===== src/rtl/user_digest_extract.sv =====
`default_nettype none
//==============================================================================
// Module   : user_digest_extract
// Purpose  : Registers the packet path, drops flagged packets and queues the
//            tuser digest for the CPU path. Option: USER_DIGEST_OVERFLOW_CNT_EN
// Revision : 1.0
//==============================================================================
module user_digest_extract #(
   parameter int C_AXIS_DATA_WIDTH    = 256,
   parameter int C_S_AXIS_TUSER_WIDTH = 304,
   parameter int C_M_AXIS_TUSER_WIDTH = 128,
   parameter int DIGEST_WIDTH         = 256,
   parameter int FIFO_DEPTH           = 4
) (
   input  logic                              axis_aclk,
   input  logic                              axis_resetn,
   input  logic [C_AXIS_DATA_WIDTH-1:0]      s_axis_tdata,
   input  logic [C_AXIS_DATA_WIDTH/8-1:0]    s_axis_tkeep,
   input  logic [C_S_AXIS_TUSER_WIDTH-1:0]   s_axis_tuser,
   input  logic                              s_axis_tvalid,
   input  logic                              s_axis_tlast,
   output logic                              s_axis_tready,
   output logic [C_AXIS_DATA_WIDTH-1:0]      m_axis_tdata,
   output logic [C_AXIS_DATA_WIDTH/8-1:0]    m_axis_tkeep,
   output logic [C_M_AXIS_TUSER_WIDTH-1:0]   m_axis_tuser,
   output logic                              m_axis_tvalid,
   output logic                              m_axis_tlast,
   input  logic                              m_axis_tready,
   output logic [DIGEST_WIDTH-1:0]           m_digest_tdata,
   output logic                              m_digest_tvalid,
`ifdef USER_DIGEST_OVERFLOW_CNT_EN
   output logic [31:0]                       digest_overflow_cnt,
`endif
   input  logic                              m_digest_tready
);

   localparam int AW    = $clog2(FIFO_DEPTH);
   localparam int PAD_W = C_M_AXIS_TUSER_WIDTH - 48;

   typedef enum logic [1:0] {
      ST_IDLE = 2'd0,
      ST_PASS = 2'd1,
      ST_DROP = 2'd2
   } state_t;

   state_t                   r_state;
   state_t                   w_state_nxt;
   logic [47:0]              r_meta;
   logic                     w_s_xfer;
   logic                     w_first;
   logic                     w_drop_beat;

   logic [DIGEST_WIDTH-1:0]  r_mem [FIFO_DEPTH];
   logic [AW:0]              r_wr_ptr;
   logic [AW:0]              r_rd_ptr;
   logic                     w_empty;
   logic                     w_full;
   logic                     w_pop;
   logic                     w_push_req;
   logic                     w_push;

   assign w_s_xfer    = s_axis_tvalid && s_axis_tready;
   assign w_first     = (r_state == ST_IDLE);
   // The first beat of a dropped packet is recognised from its own tuser.
   assign w_drop_beat = (r_state == ST_DROP) ||
                        (w_first && s_axis_tvalid && s_axis_tuser[32]);
   assign s_axis_tready = axis_resetn &&
                          (w_drop_beat || !m_axis_tvalid || m_axis_tready);

   always_ff @(posedge axis_aclk or negedge axis_resetn) begin
      if (!axis_resetn) r_state <= ST_IDLE;
      else              r_state <= w_state_nxt;
   end

   always_comb begin
      w_state_nxt = r_state;
      if (w_s_xfer) begin
         case (r_state)
            ST_IDLE: begin
               if (!s_axis_tlast)
                  w_state_nxt = s_axis_tuser[32] ? ST_DROP : ST_PASS;
            end
            ST_PASS, ST_DROP: begin
               if (s_axis_tlast) w_state_nxt = ST_IDLE;
            end
            default: w_state_nxt = ST_IDLE;
         endcase
      end
   end

   always_ff @(posedge axis_aclk or negedge axis_resetn) begin
      if (!axis_resetn) begin
         m_axis_tvalid <= 1'b0;
         m_axis_tdata  <= '0;
         m_axis_tkeep  <= '0;
         m_axis_tuser  <= '0;
         m_axis_tlast  <= 1'b0;
         r_meta        <= '0;
      end else begin
         if (w_s_xfer && w_first) r_meta <= s_axis_tuser[47:0];
         if (w_s_xfer && !w_drop_beat) begin
            m_axis_tvalid <= 1'b1;
            m_axis_tdata  <= s_axis_tdata;
            m_axis_tkeep  <= s_axis_tkeep;
            m_axis_tlast  <= s_axis_tlast;
            m_axis_tuser  <= {{PAD_W{1'b0}}, (w_first ? s_axis_tuser[47:0] : r_meta)};
         end else if (m_axis_tready) begin
            m_axis_tvalid <= 1'b0;
         end
      end
   end

   // Digest FIFO: extra pointer bit separates full from empty.
   assign w_empty    = (r_wr_ptr == r_rd_ptr);
   assign w_full     = (r_wr_ptr[AW] != r_rd_ptr[AW]) &&
                       (r_wr_ptr[AW-1:0] == r_rd_ptr[AW-1:0]);
   assign w_pop      = m_digest_tvalid && m_digest_tready;
   assign w_push_req = w_s_xfer && w_first && s_axis_tuser[40];
   assign w_push     = w_push_req && (!w_full || w_pop);

   assign m_digest_tvalid = !w_empty;
   assign m_digest_tdata  = w_empty ? '0 : r_mem[r_rd_ptr[AW-1:0]];

   always_ff @(posedge axis_aclk) begin
      if (w_push) r_mem[r_wr_ptr[AW-1:0]] <= s_axis_tuser[48 +: DIGEST_WIDTH];
   end

   always_ff @(posedge axis_aclk or negedge axis_resetn) begin
      if (!axis_resetn) begin
         r_wr_ptr <= '0;
         r_rd_ptr <= '0;
      end else begin
         if (w_push) r_wr_ptr <= r_wr_ptr + 1'b1;
         if (w_pop)  r_rd_ptr <= r_rd_ptr + 1'b1;
      end
   end

`ifdef USER_DIGEST_OVERFLOW_CNT_EN
   logic w_reject;
   assign w_reject = w_push_req && !w_push;

   always_ff @(posedge axis_aclk or negedge axis_resetn) begin
      if (!axis_resetn)
         digest_overflow_cnt <= '0;
      else if (w_reject && (digest_overflow_cnt != 32'hFFFF_FFFF))
         digest_overflow_cnt <= digest_overflow_cnt + 32'd1;
   end
`else
   // Rejected digests are discarded without being counted.
`endif

endmodule
`default_nettype wire


===== config.mk =====
export PLATFORM = sky130hd
export DESIGN_NAME = user_digest_extract
export DESIGN_NICKNAME = d
export VERILOG_FILES = /design/src/rtl/user_digest_extract.sv
export SDC_FILE = /design/constraint.sdc
export NUM_CORES = 2
export LEC_CHECK = 0
export CORE_AREA = 2 2 499 501
export DETAILED_ROUTE_END_ITERATION = 8
export DIE_AREA = 0 0 501 503
export SETUP_SLACK_MARGIN = 0.15
export SLEW_MARGIN = 25
export SYNTH_ARGS = -nofsm -noshare
export SYNTH_HDL_FRONTEND = slang
export SYNTH_SLANG_ARGS = --single-unit

===== constraint.sdc =====
create_clock -name axis_aclk -period 27.7 [get_ports axis_aclk]
set_input_delay 5.54 -clock axis_aclk [delete_from_list [all_inputs] [get_ports axis_aclk]]
set_output_delay 5.54 -clock axis_aclk [all_outputs]
set_load 0.01 [all_outputs]

==> out/metrics.cfg <==
[status]
status = finished clean

[timing]
finalSetupTns_ns = 0
fmax_mhz = 76.91
period_minus_slack_ns = 13.00
drv_slew = 0
hold_violations = 0
grt_setup_unrepaired = false
worst_slack_ns = 14.70
clock_skew_ns = 0.05787
slew_headroom = 0.2544
setup_viol = 0
fin_crit_sh = 0.4694
holdWs_ns = 0.4829
tightest_slew_ns = 1.118

[worst_setup_path]
cp_max_fo = 3
critPathLaunchType = input port
path_class = in2out
crit_path_end_kind = output pin
rr_startpoint = r_state[0]
arrival_ns = 7.46
cp.required_ns = 22.16
r2r_cells = 10
r2r_slack_ns = 21.57
r2r-end = m_axis_tdata[46]

[global_routing]
antenna_found_initial = 155
grt_usage = 0.1527
grt-ovfl-total = 0
grt_pass1_wl_um = 265600
use_met1 = 0.1704
grt_max_degree = 179
grt-busiest-layer = met2
grt_util_met3 = 0.05747
grt_pass1_vias = 31090
grt.met2_usage = 0.2635

[drt]
drt_wl_total_um = 199000
vias = 30560
first_iter_violations = 2204
drc_errors = 0
via_per_inst = 4.159
drtPass1Iterations = 7
ant_nets = 0
wl_per_cell_um = 27.09

[cts]
clkTransAtPathRegs_ns = 0.05
clock-root-buffer = clkbuf_16
post_cts_buffers = 0
ctsHoldBuffers = 0
htree_levels = 4
worst_skew_pair.late_latency_ns = 0.82
cts_buffer_depth = 3
cts_tree = yes
numCtsBuffers = 161
cts_resized = 0
clock_sinks = 1418

[synth]
syn_area_per_cell_sq_um = 20.23
yosys_warnings = 0
yosysTopAreaCellShare = 0.5661
yosysUniqueCellTypes = 36
yosysTopAreaCell = edfxtp_1
yosysSeqAreaShare = 0.7476
ys_seq_elements = 1418
ys_top_cells_by_area = edfxtp_1 57%, dfrtp_1 18%, mux4_2 11%, mux2_2 6.6%, and2_1 3.0%
postSynthCellCount = 2685
synthesis.area_sq_mm = 0.05432

[placed_design]
dp_hpwl_um = 149300
place_congestion = 0.8925
preCtsSetupSlack_ns = 14.71
portBuffers = 1193
dp_cells = 7013

[worst_hold_path]
min_to = r_meta[40]
min_from = r_meta[40]
min_path_cells = 2
hp-class = reg2reg

[floorplanning]
die_w_um = 501
start_util = 0.2199
dieArea_sq_mm = 0.2520
ioPinCount = 1274
core-area_sq_mm = 0.2471
die_y_um = 503
rows = 183

[power_and_ir_drop]
p_leak_nw = 25.73
powerDensity_mw_per_mm2 = 110.9
p_total_mw = 8.353
vdd_drop_max_uv = 107.4

[run]
cap_violations = 0

[finish]
fillers = 24150
nets = 4545
syn2layout_area_growth_pct = 38.65
drive_gt1_frac = 0.2111
final_cell_count_no_fill = 7348

[cells in the mapped netlist (all sizes together)]
cell / instances
or4: 1
or3b: 1
mux2: 338
o2111ai: 1
ha: 7
and3: 1
mux2i: 46
dfrtp: 394
o21ai: 3
nand4: 1
edfxtp: 1024
or2: 1
xnor2: 4
nor2b: 3
conb: 1
xor2: 3
mux4: 256
nor3: 1
o211ai: 2
nor2: 49
nand3: 3
and4b: 1
a31oi: 1
nor4: 2
buf: 154
inv: 6
nand2: 5
clkbuf: 66
nand3b: 1
and2: 260
a21oi: 49
[per-stage QoR]
step,instance area (sq um),util
2_1_floorplan,54620,-
3_3_place_gp,69760,0.2824
3_5_place_dp,69790,0.2825
4_1_cts,75180,0.3043
5_1_grt,75250,0.3046
6_report,75310,0.3048
[cells by family after synthesis]
| group | count (synthesis) | share of synthesized area |
|---|---|---|
| adders and majority gates | 7 | 0.001612 |
| other | 1 | 0.00006903 |
| muxes | 640 | 0.1847 |
| and+or+nand+nor | 330 | 0.03586 |
| xor gates and xnor gates | 7 | 0.001129 |
| DFF | 1418 | 0.7476 |
| AOI/OAI and AO/OA | 56 | 0.005344 |
| buffers and inverters | 226 | 0.02372 |
[state kept, by name, indices dropped and copies added, names as in the netlist]
register and cells:
r_mem 1024, m_axis_tdata 256, m_axis_tuser 48, r_meta 48, m_axis_tkeep 32, r_rd_ptr 3, r_wr_ptr 3, r_state 2
m_axis_tlast 1, m_axis_tvalid 1
[report_power, final]
| group | switching [mW] | leakage, nW | internal (mW) | total (mW) |
|---|---|---|---|---|
| Clock | 0.903 | 2.60 | 1.23 | 2.14 |
| Combinational | 1.54 | 9.28 | 1.77 | 3.31 |
| Sequential | 0.271 | 13.8 | 2.64 | 2.91 |
| Total | 2.71 | 25.7 | 5.64 | 8.35 |
[worst max-delay path, stage by stage]
cell	delay, ns
clkdlybuf4s50_1	0.57
or3b_2	0.59
a21oi_1	0.17
nor2b_1	0.10
clkdlybuf4s50_1	0.49
[placed cells by master (no fill, tap or decap), types with 6 or more instances in the layout]
master / instances
clkdlybuf4s50_1: 1192
edfxtp_1: 1024
dfrtp_1: 392
mux2_2: 317
mux4_2: 256
and2_1: 256
clkbuf_16: 162
conb_1: 80
a21oi_1: 49
nor2_1: 49
mux2i_1: 46
diode_2: 41
clkbuf_1: 36
buf_4: 31
clkinv_1: 23
mux2_1: 21
clkinv_2: 18
clkbuf_8: 18
clkinv_16: 11
bufinv_16: 10
inv_1: 6
ha_1: 6
buf_12: 6
[area by class of cell]
type	instances	area, sq um	area share
sequential	1418	40620	0.5393
tap	3237	4050	0.05378
clock inverter	77	958.4	0.01273
timing repair buffer	1233	12370	0.1642
multi-input combinational	1120	12760	0.1695
antenna	41	102.6	0.001362
clock buffer	216	4437	0.05891
inverter	6	22.52	0.0002990
[how the worst max path moves through the flow]
stage | startpoint | end | slack, ns
floorplan | s_axis_tuser[32] | r_mem[3][0] | 6.79
detailed placement | m_axis_tready | s_axis_tready | 14.71
global route | m_axis_tready | s_axis_tready | 14.67
CTS | m_axis_tready | s_axis_tready | 14.70
global placement | m_axis_tready | s_axis_tready | 14.64
finish | m_axis_tready | s_axis_tready | 14.70
[routing by layer]
layer / vias up / share of wire / wire length, um
met5: - / 0.0019 / 374
met4: 60 / 0.041 / 8247
met3: 445 / 0.093 / 18550
met2: 1434 / 0.50 / 99320
met1: 15750 / 0.36 / 72540
li1: 12880 / - / -
Power figures use the tool's default switching activity.
